===== src/rtl/bus_arbiter_if.sv =====
// ---------------------------------------------------------------------------
// bus_arbiter_if
// Handshake bundle between the bus masters and the round-robin bus arbiter.
//
// Signals:
//   req      [NUM_REQ]  per-master request, held high while the bus is wanted
//   gnt      [NUM_REQ]  one-hot grant, gnt[i]=1 -> master i may drive the bus
//   owner    [OWNER_W]  index of the current or most recently granted master
//   busy     [1]        arbiter is in a tenure or in the turnaround cycle
//   preempt  [1]        final cycle of a tenure cut short by contention
//
// Modports:
//   master : requester side (drives req, observes everything else)
//   slave  : arbiter side (observes req, drives grant/status)
// ---------------------------------------------------------------------------
interface bus_arbiter_if #(
  parameter int NUM_REQ = 4,
  parameter int OWNER_W = 2
);
  logic [NUM_REQ-1:0] req;
  logic [NUM_REQ-1:0] gnt;
  logic [OWNER_W-1:0] owner;
  logic               busy;
  logic               preempt;

  modport master (
    output req,
    input  gnt,
    input  owner,
    input  busy,
    input  preempt
  );

  modport slave (
    input  req,
    output gnt,
    output owner,
    output busy,
    output preempt
  );
endinterface


===== src/rtl/bus_arbiter.sv =====
// ---------------------------------------------------------------------------
// bus_arbiter
// Round-robin arbiter for the shared tri-state 16-bit bus. One master owns the
// bus at a time; under contention a tenure is capped at MAX_HOLD cycles. Every
// change of owner passes through a single no-grant turnaround cycle so that two
// tri-state drivers never overlap.
//
// Parameters:
//   NUM_REQ   number of requesters (2..16)
//   OWNER_W   width of the owner index, 2**OWNER_W >= NUM_REQ
//   MAX_HOLD  tenure cap in cycles while another request waits, 0 = unlimited
//
// Ports:
//   clk   in  system clock, all state on the rising edge
//   rst   in  synchronous reset, active-high
//   bus   slave modport of bus_arbiter_if (req in; gnt/owner/busy/preempt out)
// ---------------------------------------------------------------------------
module bus_arbiter #(
  parameter int NUM_REQ  = 4,
  parameter int OWNER_W  = 2,
  parameter int MAX_HOLD = 8
) (
  input  logic          clk,
  input  logic          rst,
  bus_arbiter_if.slave  bus
);

  // Counter must be able to hold MAX_HOLD itself (it saturates there).
  localparam int HC_W = (MAX_HOLD < 1) ? 1 : $clog2(MAX_HOLD + 1);

  typedef enum logic [1:0] {
    IDLE  = 2'd0,
    GRANT = 2'd1,
    TURN  = 2'd2
  } state_t;

  state_t             state_reg, state_next;
  logic [NUM_REQ-1:0] gnt_reg, gnt_next;
  logic [OWNER_W-1:0] owner_reg, owner_next;
  logic [OWNER_W-1:0] last_reg, last_next;
  logic [HC_W-1:0]    hold_cnt_reg, hold_cnt_next;

  // -------------------------------------------------------------------------
  // Round-robin pick. Doubling the request vector and shifting it right by
  // last+1 lines bit j up with requester (last+1+j) mod NUM_REQ, so the
  // lowest set bit of the rotated window is the winner.
  // -------------------------------------------------------------------------
  logic [2*NUM_REQ-1:0] req_dbl;
  logic [2*NUM_REQ-1:0] req_rot;
  logic                 arb_valid;
  logic [OWNER_W-1:0]   arb_idx;

  assign req_dbl = {bus.req, bus.req};
  assign req_rot = req_dbl >> (int'(last_reg) + 1);

  always_comb begin
    arb_valid = 1'b0;
    arb_idx   = '0;
    // Scan from the far end so the nearest requester is the final assignment.
    for (int j = NUM_REQ - 1; j >= 0; j--) begin
      if (req_rot[j]) begin
        arb_valid = 1'b1;
        arb_idx   = OWNER_W'((int'(last_reg) + 1 + j) % NUM_REQ);
      end
    end
  end

  // -------------------------------------------------------------------------
  // Owner / contention detection. While in GRANT the grant register is
  // onehot(owner), so masking req with it avoids a variable-width index.
  // -------------------------------------------------------------------------
  logic [NUM_REQ-1:0] other_mask;

  for (genvar gi = 0; gi < NUM_REQ; gi++) begin : g_other
    assign other_mask[gi] = bus.req[gi] & ~gnt_reg[gi];
  end

  logic owner_req;
  logic other_req;
  logic cap_reached;
  logic preempt_hit;

  assign owner_req   = |(bus.req & gnt_reg);
  assign other_req   = |other_mask;
  assign cap_reached = (MAX_HOLD != 0) && (hold_cnt_reg == HC_W'(MAX_HOLD - 1));
  // A simultaneous voluntary release wins: owner_req must still be high.
  assign preempt_hit = (state_reg == GRANT) && owner_req && other_req && cap_reached;

  // -------------------------------------------------------------------------
  // Next-state / next-output logic
  // -------------------------------------------------------------------------
  always_comb begin
    state_next    = state_reg;
    gnt_next      = gnt_reg;
    owner_next    = owner_reg;
    last_next     = last_reg;
    hold_cnt_next = hold_cnt_reg;

    unique case (state_reg)
      IDLE, TURN: begin
        // The pointer was moved to the outgoing owner on entry to TURN, so
        // the same scan serves both states.
        if (arb_valid) begin
          state_next    = GRANT;
          gnt_next      = NUM_REQ'(1) << arb_idx;
          owner_next    = arb_idx;
          hold_cnt_next = '0;
        end else begin
          state_next = IDLE;
          gnt_next   = '0;
        end
      end

      GRANT: begin
        if (!owner_req || preempt_hit) begin
          state_next = TURN;
          gnt_next   = '0;
          last_next  = owner_reg;
        end else if (hold_cnt_reg != HC_W'(MAX_HOLD)) begin
          hold_cnt_next = hold_cnt_reg + HC_W'(1);
        end
      end

      default: begin
        state_next = IDLE;
        gnt_next   = '0;
      end
    endcase
  end

  // -------------------------------------------------------------------------
  // State register
  // -------------------------------------------------------------------------
  always_ff @(posedge clk) begin
    if (rst) begin
      state_reg    <= IDLE;
      gnt_reg      <= '0;
      owner_reg    <= '0;
      last_reg     <= OWNER_W'(NUM_REQ - 1);
      hold_cnt_reg <= '0;
    end else begin
      state_reg    <= state_next;
      gnt_reg      <= gnt_next;
      owner_reg    <= owner_next;
      last_reg     <= last_next;
      hold_cnt_reg <= hold_cnt_next;
    end
  end

  // -------------------------------------------------------------------------
  // Outputs
  // -------------------------------------------------------------------------
  assign bus.gnt     = gnt_reg;
  assign bus.owner   = owner_reg;
  assign bus.busy    = (state_reg != IDLE);
  assign bus.preempt = preempt_hit;

endmodule


===== src/flat_wrapper.sv =====
// flat-port wrapper written by rule: the top's interface ports become plain ports
module bus_arbiter_flat 
#(
  parameter int NUM_REQ  = 4,
  parameter int OWNER_W  = 2,
  parameter int MAX_HOLD = 8
)
  (clk, rst, bus_req, bus_gnt, bus_owner, bus_busy, bus_preempt);
  bus_arbiter_if #(.NUM_REQ(NUM_REQ), .OWNER_W(OWNER_W)) bus_i ();
  input  logic clk;
  input  logic rst;
  input wire logic [$bits(bus_i.req)-1:0] bus_req;
  output wire logic [$bits(bus_i.gnt)-1:0] bus_gnt;
  output wire logic [$bits(bus_i.owner)-1:0] bus_owner;
  output wire logic [$bits(bus_i.busy)-1:0] bus_busy;
  output wire logic [$bits(bus_i.preempt)-1:0] bus_preempt;
  assign bus_i.req = bus_req;
  assign bus_gnt = bus_i.gnt;
  assign bus_owner = bus_i.owner;
  assign bus_busy = bus_i.busy;
  assign bus_preempt = bus_i.preempt;
  bus_arbiter #(.NUM_REQ(NUM_REQ), .OWNER_W(OWNER_W), .MAX_HOLD(MAX_HOLD)) u_core (.clk(clk), .rst(rst), .bus(bus_i));
endmodule

===== config.mk =====
export PLATFORM = sky130hd
export DESIGN_NAME = bus_arbiter_flat
export DESIGN_NICKNAME = d
export VERILOG_FILES = /design/src/rtl/bus_arbiter_if.sv /design/src/rtl/bus_arbiter.sv /design/src/flat_wrapper.sv
export SDC_FILE = /design/constraint.sdc
export NUM_CORES = 1
export LEC_CHECK = 0
export BUFFER_PORTS_ARGS = -buffer_cell sky130_fd_sc_hd__clkbuf_2
export CELL_PAD_IN_SITES_DETAIL_PLACEMENT = 1
export CELL_PAD_IN_SITES_GLOBAL_PLACEMENT = 1
export CORE_MARGIN = 2
export CORE_UTILIZATION = 39
export DETAILED_ROUTE_END_ITERATION = 10
export PLACE_DENSITY_LB_ADDON = 0.1
export REMOVE_ABC_BUFFERS = 1
export SLEW_MARGIN = 10
export SYNTH_ARGS = -nofsm -noshare
export SYNTH_HDL_FRONTEND = slang
export SYNTH_SLANG_ARGS = --single-unit

===== constraint.sdc =====
create_clock -name clk -period 2.1 [get_ports clk]
set_input_delay 0.42 -clock clk [delete_from_list [all_inputs] [get_ports clk]]
set_output_delay 0.42 -clock clk [all_outputs]
set_load 0.02 [all_outputs]

==> results.toml <==
[drt]
first_pass_iters = 4
routed_wl_mm = 1.88
drt_iter0_drc = 12
drc = 0
drtAntennaViolNets = 0
num_vias = 687
viasPerCell = 5.28
route.detailed.wl_per_inst_um = 14.5

[cts]
cts_sinks = 14
tritoncts = "yes"
path_clk_slew_ns = 0.09
clk_latency_ns = 0.28
cts_root_buffer = "clkbuf_4"
cts_hold_buffers = 0
clock_path_buffers = 2
numCtsBuffers = 3
post-cts-setup-buffer-count = 0
htree_levels = 1

[sta]
max_freq_mhz = 499
hold_violations = 0
fin_tns_setup_ns = 0
slew_headroom_pct = 63.1
finalCriticalPeriod_ns = 2.00
fin_skew_ns = 0.00987
fin_crit_sh_pct = 95.3
timing.hold.ws_ns = 0.478
setup_viol = 0
worst_slack_ns = 0.0978
rsz0062_at_grt = "false"
report.final.slew_viol_count = 0
tightest_slew_ns = 0.553

[critical_path]
rr_startpoint = "u_core.bus.gnt[0]$_SDFFE_PP0P_"
reg2reg_depth = 5
start_kind = "register"
crit_arrival_ns = 1.58
critical-path-max-stage-delay_ns = 0.44
worstPathCellList = "nand2b_4, or3_4, nor3b_2, buf_4"
cp_max_fo = 5
r2r_end = "u_core.hold_cnt_reg[3]$_SDFFE_PP0P_"
cp.required_ns = 1.68
end_kind = "output port"
regToRegSetupSlack_ns = 0.30
crit_start = "u_core.state_reg[0]$_SDFFE_PP0P_"
crit_type = "register to output port"
cp_slowest_cell = "dfxtp_1"

[floorplan]
die_area_mm2 = 0.00232
die_x_um = 48.2
dieHeight_um = 48.2
num_rows = 15
initial_core_util_pct = 42.7
core_area_mm2 = 0.00178
io-pin-count = 14

[final_layout]
antenna_cells = 0
multi_input_area_um2 = 479
seq_area_um2 = 283
areaGrowthSynthToFinish_pct = 20.9
instances_no_fill = 130
drive_gt1_share_pct = 28.6
final_core_util_pct = 51.6
final_nets = 114
nFillCells = 222

[global_routing]
grt_max_degree = 15
antenna_found_initial = 0
grt_pass1_wl_mm = 2.90
grt_util_all_layers_pct = 18.5
grt_pass1_vias = 648
grt_remaining_overflow = 0

[synth]
yosysWarnings = 0
syn_area_um2 = 761
async_reset_ff_share_pct = 0
ys_ff_latch = 14
synthDistinctLibCells = 31
synthTopCellsByArea = "dfxtp_1 37%, nor2_1 6.4%, nor2b_1 4.9%"
yosysTopAreaCell = "dfxtp_1"
synthTopCellsByCount = "14 x dfxtp_1, 13 x nor2_1, 6 x nor2b_1"
yosys.area.top_type_share_pct = 36.8
synth.most_common_cell = "dfxtp_1"
ys_seq_area_share_pct = 36.8
synth_edf_count = 0
post_synth.cell_area_avg_um2 = 8.64
syn_inst = 88
yosys_most_used_dff = "dfxtp_1"

[min_path]
hp-class = "register to register"
holdPathEnd = "u_core.bus.owner[1]$_SDFFE_PP0P_"
holdCritStartpoint = "u_core.bus.owner[1]$_SDFFE_PP0P_"
whs_path_depth = 2

[pwr]
irDropWorstVdd_uv = 534
powerDensity_mw_per_mm2 = 732
leakage_uw = 0.000373

[run]
maxCapViolations = 0

[placed_design]
portBuffers = 13
place_inst = 126
dp_hpwl_mm = 1.45
place_congestion = 0.767
pre_cts_slack_ns = 0.112

[run_status]
status = "complete, no violations"
power breakdown:
part           total (uW)  leakage (uW)  internal [uW]  switching, uW
clock                 190     0.0000210            106           84.6
combinational         169      0.000237           67.5            102
sequential            314      0.000116            289           24.9
total                 673      0.000373            462            211
stage by stage:
stage / total power (uW) / instance area (um2)
3_5_place_dp: 484 / 861
3_3_place_gp: 480 / 861
4_1_cts: 679 / 913
5_1_grt: 713 / 920
2_1_floorplan: 423 / 757
6_report: 673 / 920
cell families after synthesis:
logic type	after synthesis	synth area share (%)
AND/OR/NAND/NOR	40	26.6
AO/OA/AOI/OAI	23	25.7
flip-flops	14	36.8
buffers and inverters	5	2.47
multiplexers	3	3.95
adder cells (fa/ha/maj)	2	3.29
XOR/XNOR	1	1.15
worst max-delay path: cells and delay by family (launching register included):
family / cells / cell delay [ns]
buf+inv: 1 / 0.16
simple gates: 3 / 0.70
flops: 1 / 0.44
timing repair:
item / CTS / global route
gates resized for setup: 4 / 3
endpoints found under the setup margin: 1 / 1
endpoints found under the hold margin: 0 / 0
layout by cell type (no fill, tap or decap), drive strengths merged:
cell type	instances
o21ai	3
or2	2
or3	2
o211ai	1
buf	2
o21a	2
inv	4
a211oi	2
a21oi	5
nor3	5
nor3b	1
a21o	1
clkbuf	16
mux2i	3
nand2b	4
xor2	1
a22o	2
nor2b	6
a32o	2
a22oi	2
ha	2
a2111oi	1
dfxtp	14
nand3	2
nor2	13
a221oi	1
nand2	5
o22ai	1
worst max-delay path by stage:
stage / end
after CTS: bus_preempt
after floorplan: bus_preempt
after global routing: bus_preempt
after global placement: u_core.hold_cnt_reg[3]$_SDFFE_PP0P_
after detailed placement: u_core.hold_cnt_reg[3]$_SDFFE_PP0P_
final: bus_preempt
final cells by class:
type	instances	area share (%)
Multi-Input combinational cell	69	52.1
Inverter	4	1.63
Clock buffer	4	3.95
Tap cell	25	3.40
Sequential cell	14	30.7
Timing Repair Buffer	14	8.16
metal layers:
layer  wire (um)  vias up  global-route usage (%)
met3          71        0                    6.67
met5           0        -                       0
met1         891      322                    21.8
met2         917       16                    32.4
met4           0        0                    3.24
li1            -      349                       -
Power figures use the tool's default switching activity.
